==> config.mk <==
export PLATFORM = sky130hd
export DESIGN_NAME = seq_bit_serializer
export DESIGN_NICKNAME = d
export VERILOG_FILES = /design/src/rtl/seq_pkg.sv /design/src/rtl/seq_bit_serializer.sv
export SDC_FILE = /design/constraint.sdc
export NUM_CORES = 1
export LEC_CHECK = 0
export ABC_AREA = 1
export CAP_MARGIN = 20
export CORE_MARGIN = 3
export CORE_UTILIZATION = 30
export DETAILED_ROUTE_END_ITERATION = 6
export SLEW_MARGIN = 20
export SYNTH_ARGS = -nofsm -noshare
export SYNTH_HDL_FRONTEND = slang
export SYNTH_SLANG_ARGS = --single-unit
==> constraint.sdc <==
create_clock -name clk -period 1.3 [get_ports clk]
set_input_delay 0.195 -clock clk [delete_from_list [all_inputs] [get_ports clk]]
set_output_delay 0.195 -clock clk [all_outputs]
set_load 0.02 [all_outputs]
==> src/rtl/seq_pkg.sv <==
// Shared types and defaults for the sequence-detection front end:
// the serializer FSM state encoding and the default word geometry.
package seq_pkg;

  typedef enum logic {
    SER_IDLE  = 1'b0,
    SER_SHIFT = 1'b1
  } ser_state_t;

  localparam int   SEQ_WORD_W   = 8;
  localparam logic SEQ_IDLE_BIT = 1'b0;

endpackage : seq_pkg

==> src/rtl/seq_bit_serializer.sv <==
// Parallel-to-serial feeder: takes WIDTH-bit words over valid/ready and emits
// them one bit per clock, back-to-back words streaming with no idle gap.
module seq_bit_serializer
  import seq_pkg::*;
#(
  parameter int   WIDTH     = SEQ_WORD_W,
  parameter bit   MSB_FIRST = 1'b1,
  parameter logic IDLE_BIT  = SEQ_IDLE_BIT
) (
  input  logic             clk,
  input  logic             reset_n,
  input  logic [WIDTH-1:0] in_data,
  input  logic             in_valid,
  output logic             in_ready,
  input  logic             flush,
  output logic             out_bit,
  output logic             out_valid,
  output logic             out_last,
  output logic             busy
);

  localparam int               CNT_W    = $clog2(WIDTH);
  localparam logic [CNT_W-1:0] LAST_CNT = CNT_W'(WIDTH - 1);

  ser_state_t       state;
  logic [WIDTH-1:0] shift_q;
  logic [CNT_W-1:0] bit_cnt;
  logic             at_last;
  logic             accept;

  // Bit that goes on the wire next, and the word left once it has been sent.
  function automatic logic head_bit(input logic [WIDTH-1:0] word);
    return MSB_FIRST ? word[WIDTH-1] : word[0];
  endfunction

  function automatic logic [WIDTH-1:0] advance(input logic [WIDTH-1:0] word);
    return MSB_FIRST ? (word << 1) : (word >> 1);
  endfunction

  // The final bit of a word is on the wire: a new word may be loaded behind it.
  assign at_last  = (state == SER_SHIFT) && (bit_cnt == LAST_CNT);
  assign in_ready = !flush && ((state == SER_IDLE) || at_last);
  assign accept   = in_valid && in_ready;
  assign busy     = out_valid;

  // NOTE: clocked state uses non-blocking assignments only, so every register
  // sees the pre-edge values of its neighbours regardless of statement order.
  always_ff @(posedge clk or negedge reset_n) begin
    if (!reset_n) begin
      state     <= SER_IDLE;
      shift_q   <= '0;
      bit_cnt   <= '0;
      out_bit   <= IDLE_BIT;
      out_valid <= 1'b0;
      out_last  <= 1'b0;
    end else if (flush) begin
      // Abort wins over any handshake offered in the same cycle.
      state     <= SER_IDLE;
      bit_cnt   <= '0;
      out_bit   <= IDLE_BIT;
      out_valid <= 1'b0;
      out_last  <= 1'b0;
    end else begin
      case (state)
        SER_IDLE: begin
          if (accept) begin
            state     <= SER_SHIFT;
            shift_q   <= advance(in_data);
            bit_cnt   <= '0;
            out_bit   <= head_bit(in_data);
            out_valid <= 1'b1;
            out_last  <= 1'b0;
          end
        end
        SER_SHIFT: begin
          if (!at_last) begin
            shift_q  <= advance(shift_q);
            bit_cnt  <= bit_cnt + 1'b1;
            out_bit  <= head_bit(shift_q);
            out_last <= (bit_cnt == LAST_CNT - 1'b1);
          end else if (accept) begin
            shift_q   <= advance(in_data);
            bit_cnt   <= '0;
            out_bit   <= head_bit(in_data);
            out_valid <= 1'b1;
            out_last  <= 1'b0;
          end else begin
            state     <= SER_IDLE;
            bit_cnt   <= '0;
            out_bit   <= IDLE_BIT;
            out_valid <= 1'b0;
            out_last  <= 1'b0;
          end
        end
      endcase
    end
  end

endmodule : seq_bit_serializer

==> results of run 1 <==
-- cell families after synthesis --
group | count (synthesis) | share of synthesized area
buf+inv | 16 | 0.08893
fa+ha+maj | 3 | 0.04681
compound gates | 5 | 0.03120
simple gates | 62 | 0.3651
flops | 15 | 0.4680
-- power groups by stage --
stage               registers, uW  clock network (uW)  logic [uW]
finish                        550                 275         256
floorplan                     562                   0         141
detailed placement            559                   0         249
global route                  559                 305         292
CTS                           552                 289         257
global placement              556                   0         245
-- sequential cells by signal (all words and copies together) (netlist names) --
name,cells
shift_q,8
bit_cnt,3
busy,1
out_bit,1
out_last,1
state,1
-- worst max-delay path, cell delays in order (launching register included) --
cell	delay (ps)
dfrtp_1	400
ha_2	190
ha_4	150
inv_2	50
a21oi_2	50
buf_4	150
-- what timing repair did --
action / in CTS / in global routing
cloned: 0 / 0
hold endpoints to repair: 0 / 0
endpoints found under the setup margin: 18 / 15
gates resized for setup: 19 / 1
setup buffers: 1 / 1
pin swaps: 2 / 1
-- placed cells by master, fill, tap and decap left out, drive strengths merged --
cell type / n
nand2: 36
nor2: 18
dfrtp: 15
inv: 14
clkdlybuf4s50: 11
buf: 11
nand3b: 7
dlygate4sd2: 4
clkbuf: 4
o21ai: 4
ha: 3
a21oi: 1
nand3: 1
-- worst paths after layout --
check | to | cells after the start
max in group asynchronous | shift_q[4] | 2
worst max-delay path | in_ready | 5
worst min register to register | out_bit | 2
worst max register to register | shift_q[3] | 9
worst min-delay path | shift_q[2] | 2
min in group clk | out_bit | 2
-- final cells by class --
type                            instances  area [sq um]  area share
Multi-Input combinational cell         70         394.1      0.3523
Timing Repair Buffer                   26         227.7      0.2036
Inverter                               14         57.56     0.05145
Tap cell                               30         37.54     0.03356
Sequential cell                        15         375.4      0.3356
Clock buffer                            4         26.28     0.02349
-- routing by layer --
metal | vias to the layer above | GRT usage | share of wire
li1 | 362 | - | -
met2 | 18 | 0.1968 | 0.47
met1 | 293 | 0.1285 | 0.46
met3 | 0 | 0.04009 | 0.063
met4 | 0 | 0.02980 | 0
met5 | - | 0 | 0
-- metrics by stage --
step	hold WS, ps	TNS (ps)	instances	util	power [uW]
finish	208.9	-1598	159	0.4474	1081
global route	231.0	-2691	159	0.4474	1156
CTS	206.0	-1447	158	0.4404	1098
detailed placement	475.6	-1570	153	0.4174	808.8
global placement	463.8	-1231	153	0.4174	801.2
floorplan	-100.6	0	101	-	702.8
==> run metrics, run 1 <==
status=complete, but fails checks; violated checks=negative setup slack; reg-to-reg startpoint=bit_cnt[0]; setup ws final=-175.9 ps; Place WS=-290.4 ps; sequential area share after synthesis=0.4680; Synth cell types=15; CP endpoint kind=primary output; global-route wire length before repair=2863 um; Sw Ratio=0.2974; Synth top area share=0.4680; GRT Residual Overflow=0; most used flip-flop cell after synthesis=dfrtp_1; Int Power=759.9 uW; CP required=1110 ps; Peak VDD IR=0.5529 mV; Synth Warn #=0; Combinational Power Share=0.237; CTS Hold Buffers Added=0; Syn Std Cell Area=802.0 sq um; Die Height=57.71 um; Commonest cells post-synth=nand2_1, nor2_1, dfrtp_1; flops & latches, synth=15; Total GRT Usage=0.1121; CP Class=reg2out; root buffer cell=clkbuf_4; ys async rst share=1.000; ANT nets after route=0; Worst-Skew Late Latency=290 ps; clock slew seen by the registers of the worst setup and hold paths=90 ps; area grow syn2layout=39.47%; Longest Clk Path Bufs=2; Die X=between 50 and 60 um; Synth area leaders=dfrtp_1, nand2_1, nor2_1; # H-tree levels=1; CP Max Fanout=2; clock share of power=0.254; die area=3330 sq um; Iter 0 DRT Violations=10; CTS buffer count=3; diodes inserted=0; Clock Skew=~4.7 ps; dpl cell area=1044 sq um; CP startpoint=bit_cnt[0]; Initial Util=0.3208; final slew viol count=0; vias in the first global route=684; clock period minus worst slack=roughly 1500 ps; Vias=673; nets@finish=145; Routed WL=1594 um; Slew headroom=0.8615; fillers=243; drt pass-1 iters=4; Synth area leader=dfrtp_1; LEAKAGE=0.0005882 uW; IO Pins=17; drt drc=0; Tightest Pin Transition=~210 ps; Final Hold Fails=0; startpoint types=register; # clock sinks=15; unrepaired setup endpoints after global routing=yes; CTS tree=yes; share of layout cells above drive strength 1=0.2171; fin area=1119 sq um; initial antenna violation count=0; number of synthesized flops with an enable pin=0; core box area=2500 sq um; P per Cell Area=966.8 nW/um^2; Syn Area/Cell=around 8 sq um; Min-Delay Path Class=in2async; PortBufs=16; syn_nets=between 100 and 150; setup violators final=14; FF-to-FF setup slack=-150 ps; count leader, synth=nand2_1; fmax=677.6 MHz; gp weighted congestion=just under 0.8; Reg power frac=0.509; drt wl/cell=roughly 10 um; largest net degree at the start of global routing=16; Max-Cap Viols=0; Final period util=1.135; Worst EP arrival=1280 ps; Mapped Cells=101; dpl hpwl=1144 um; FP Rows=18; Switching Power=between 300 and 400 uW; DR vias/cell=4.233
(Power assumes the default switching activity.)
==> inputs of run 2 (changes only) <==
Settings changed: CORE_UTILIZATION 30 to 44, PLACE_DENSITY set to 0.73, TNS_END_PERCENT set to 50.
==> run 2 against run 1 <==
Compared with the run above:
- the run still ends with negative setup slack left
- total power grew 2.6%
- worst setup slack better by 19 ps
- combinational power increased by 11%
- flip-flop and latch count unchanged
- critical path depth unchanged
- die area decreased by 29%
- final cell count is 3.8% lower
- sequential power up 0.9%
- register-to-register slack better by 20 ps
- critical path type unchanged
- design area increased by 4.4%
==> run metrics, run 2 (synthesized netlist as in run 1, its figures left out) <==
status=complete, but fails checks; violated checks=negative setup slack; clock period minus worst slack=1457 ps (-19.03 ps); # H-tree levels=1 (unchanged); Largest Register=shift_q; Int Power=763.8 uW (+0.52%); Max-Cap Viols=0 (unchanged); area grow syn2layout=45.55%; setup violators final=14 (unchanged); slowest cell on the critical path=dfrtp_1; DR vias/cell=4.477 (+5.8%); GRT Residual Overflow=0 (unchanged); CP peak stage delay=390 ps (about the same); Sw Ratio=0.3115 (+0.01416); CP required=1110 ps (about the same); CP endpoint kind=primary output; Total GRT Usage=0.1487 (+0.03661); Reg power frac=0.500 (-0.009); CTS buffer count=3 (unchanged); initial antenna violation count=0 (unchanged); largest net degree at the start of global routing=16 (unchanged); utilization after layout=0.7244 (+0.2769); CTS tree=yes; dpl hpwl=1168 um (+2.2%); Final period util=1.121 (-0.01464); drt wl/cell=11.35 um (+13%); Initial Util=0.4977 (+0.1768); clock slew seen by the registers of the worst setup and hold paths=90 ps (about the same); vias in the first global route=608 (-11%); max FFs per register=8 (unchanged); setup ws final=-156.8 ps (+19.03 ps); nets@finish=145 (unchanged); Worst-Skew Late Latency=280 ps (about the same); fmax=686.4 MHz (+1.3%); P per Cell Area=950.4 nW/um^2 (-1.7%); drt drc=0 (unchanged); commonest cells after routing, fill and taps aside=nand2_1, nor2_1, dfrtp_1; crit-path cells=ha_2 -> ha_4 -> inv_4 -> a21oi_2 -> buf_6; Die Height=48.70 um (-16%); FP Rows=14 (-4); Clock Skew=0.7374 ps (-3.978 ps); clock share of power=0.244 (-0.010); gp weighted congestion=0.7253 (-5.9%); Min-Delay Path Class=in2async; root buffer cell=clkbuf_4; final slew viol count=0 (unchanged); final hold slack=209.2 ps (+0.2730 ps); unrepaired setup endpoints after global routing=yes; Combinational Power Share=0.256 (+0.019); Longest Clk Path Bufs=2 (unchanged); # clock sinks=15 (unchanged); Multi-input gate area=432.9 sq um (+9.8%); Routed WL=1737 um (+9.0%); ANT nets after route=0 (unchanged); Tightest Pin Transition=216.1 ps (+7.486 ps); Switching Power=345.6 uW (+7.5%); core box area=1612 sq um (-36%); Slew headroom=0.8565 (-0.004971); LEAKAGE=0.0006118 uW (+4.0%); Iter 0 DRT Violations=12 (+2); setup TNS=-1313 ps (+285.5 ps); PortBufs=16 (unchanged); die area=2371 sq um (-29%); Vias=685 (+1.8%); Peak VDD IR=0.6772 mV (+22%); Place WS=-318.9 ps (-28.49 ps); dpl cell area=1044 sq um (unchanged); Worst EP arrival=1260 ps (-20 ps); drt pass-1 iters=4 (unchanged); diodes inserted=0 (unchanged); IO Pins=17 (unchanged); share of layout cells above drive strength 1=0.3101 (+0.09302); global-route wire length before repair=2725 um (-4.8%); fin area=1167 sq um (+4.4%); biggest regs=shift_q x8, bit_cnt x3; CP Class=reg2out; most common cell after layout, fill and taps aside=nand2_1; fillers=133 (-45%); register area=375.4 sq um (unchanged); startpoint types=register; Die X=48.70 um (-16%); Final Hold Fails=0 (unchanged); CP Max Fanout=2 (unchanged)
run 2: cell count changes in the layout (fill, tap and decap cells not counted), sizes merged:
cell	change
clkinv	+1
clkbuf	-1
run 2: worst paths after layout:
path | startpoint | to | slack [ps] | depth (start not counted)
max in group asynchronous | reset_n | shift_q[3] | 920 | 2
max reg2reg | bit_cnt[0] | shift_q[5] | -130 | 8
min reg2reg | out_bit | out_bit | 500 | 2
min | reset_n | out_last | 210 | 2
max | bit_cnt[0] | in_ready | -160 | 5
min in group clk | out_bit | out_bit | 500 | 2
run 2: stage by stage:
stage / total power, uW / instances
6_report: 1109 / 153
5_1_grt: 1175 / 153
4_1_cts: 1078 / 152
3_5_place_dp: 810.3 / 148
3_3_place_gp: 802.5 / 148
2_1_floorplan: 702.8 / 101
run 2: area by class of cell:
type | instances | area share
clock buffers | 3 | 0.01929
clock inverters | 1 | 0.004287
inverters | 14 | 0.05359
multi-input cells | 70 | 0.3708
flip-flops and latches | 15 | 0.3215
well taps | 24 | 0.02572
repair buffers | 26 | 0.2047
run 2: worst max-delay path, delay by kind of cell, from the launching register on:
kind	cells	cell delay, ps
DFF	1	390
adders and majority gates	2	370
buffers and inverters	2	170
AOI/OAI and AO/OA	1	40
run 2: what timing repair did:
| item | CTS | global route |
|---|---|---|
| setup buffers | 0 | 1 |
| hold endpoints to repair | 0 | 0 |
| gates resized for setup | 17 | 21 |
| endpoints found under the setup margin | 18 | 15 |
| hold buffers | 0 | 0 |
| pin swaps | 2 | 11 |
run 2: power by group through the flow:
| stage | Combinational (uW) | Clock, uW | Sequential, uW |
|---|---|---|---|
| 2_1_floorplan | 141 | 0 | 562 |
| 3_3_place_gp | 246 | 0 | 556 |
| 3_5_place_dp | 251 | 0 | 559 |
| 4_1_cts | 255 | 272 | 550 |
| 5_1_grt | 313 | 300 | 562 |
| 6_report | 284 | 270 | 555 |
run 2: per-layer routing:
metal,global-route usage,share of wire
met4,0.08531,0.020
met3,0.03067,0.046
met2,0.2285,0.51
met5,0,0
met1,0.1927,0.43
==> RTL edit: new RTL, flow settings as in run 2 <==
Reset style: synchronous (`reset_n`), changed in one clocked block.
--- a/src/rtl/seq_bit_serializer.sv
+++ b/src/rtl/seq_bit_serializer.sv
@@ -46,5 +46,5 @@
   // NOTE: clocked state uses non-blocking assignments only, so every register
   // sees the pre-edge values of its neighbours regardless of statement order.
-  always_ff @(posedge clk or negedge reset_n) begin
+  always_ff @(posedge clk) begin
     if (!reset_n) begin
       state     <= SER_IDLE;
Check against the original RTL: differs if reset_n is asserted again (counterexample within 4 cycles, from zero or initial values and one cycle with reset_n low); with reset_n held inactive, the same outputs for 10 cycles.
==> RTL edit against run 2 <==
Power down 6.2%. Critical path type unchanged. Largest cell class unchanged. Setup slack worse by 55 ps. The run still ends with setup timing left. Via count up 23%. Final area up 9.4%. Routed wire length up 34%. Synthesized area down 3.7%. Final cell count up 12%. Sequential cell count unchanged.
==> RTL edit: results (changes against run 2) <==
failing checks=setup timing; outcome=complete, but fails checks; setup ws final=-212 ps (-55.1 ps); sequential share of the synthesized area=38.9% (-7.9 points); sequential share of cell area=23.7% (-8.5 points); skew final=12.7 ps (+12.0 ps); Hold Path Class=flop to flop; WL per Instance=13.6 um (+20%); Inverters=23 (+9); most instantiated cells after synthesis=38 x nand2_1, 21 x inv_1, 15 x dfxtp_1; Post-synth ARST share=0% (-100 points); Relative slew margins=82.7% (-3.0 points); number of global-route vias before repair=803 (+32%); initial drt markers=16 (+4); VDD IR max=0.751 mV (+11%); multi-input logic portion of the cell area=39.3% (+2.2 points); multi-input gate count=76 (+8.6%); CP peak stage delay=350 ps (-40 ps); internal power=724 uW (-5.3%); ClkCell Share=2.15% (-0.20 points); final setup vio count=16 (+2); largest cells by area after synthesis=dfxtp_1 39%, nand2_1 18%, inv_1 10%; Worst Reg2Reg Path Length in Cells=11 (+3); Syn Nets=133 (+15%); worst-skew pair later-pin latency=300 ps (+20 ps); largest net degree at the start of global routing=12 (-4)
## RTL edit: through the flow
stage          TNS, ps  setup slack (ps)  instances
2_1_floorplan    -65.2             -65.2        118
3_3_place_gp     -1880              -336        159
3_5_place_dp     -2300              -372        159
4_1_cts          -1570              -190        168
5_1_grt          -2780              -261        171
6_report         -1940              -212        171
## RTL edit: path summary, 6_finish.rpt
path,start,to,slack [ps]
max,bit_cnt[1]$_SDFFE_PP0P_,in_ready,-210
min,out_last$_SDFFE_PP0P_,out_last$_SDFFE_PP0P_,470
max reg2reg,bit_cnt[1]$_SDFFE_PP0P_,shift_q[3]$_SDFFE_PN0N_,-190
min reg2reg,out_last$_SDFFE_PP0P_,out_last$_SDFFE_PP0P_,470
## RTL edit: worst min-delay path: stages (launching register included)
cell     delay [ps]
dfxtp_1         320
nand2_1          60
a21oi_1          50
## RTL edit: logic make-up after synthesis
family,share of synthesized area [%]
buffers and inverters,15.1
adders and majority gates,4.86
AOI/OAI and AO/OA,9.08
DFF,38.9
and+or+nand+nor,32.1
## RTL edit: power by group through the flow
stage | combinational (mW) | sequential [mW] | clock (mW)
final | 0.267 | 0.490 | 0.283
after global routing | 0.292 | 0.493 | 0.313
after CTS | 0.218 | 0.490 | 0.287
after detailed placement | 0.192 | 0.499 | 0
after global placement | 0.189 | 0.498 | 0
after floorplan | 0.103 | 0.501 | 0
## RTL edit: repair_timing
item / in CTS / in global routing
setup endpoints to repair: 18 / 15
gates resized for setup: 29 / 24
gates cloned: 2 / 0
pin swaps: 7 / 8
setup buffers: 3 / 3
## RTL edit: routing by layer
metal / global-route usage, % / vias to the layer above / wire length [um]
li1: - / 438 / -
met1: 26.9 / 378 / 1040
met2: 34.6 / 23 / 1140
met3: 4.14 / 5 / 100
met4: 13.4 / 0 / 40
met5: 0 / - / 0
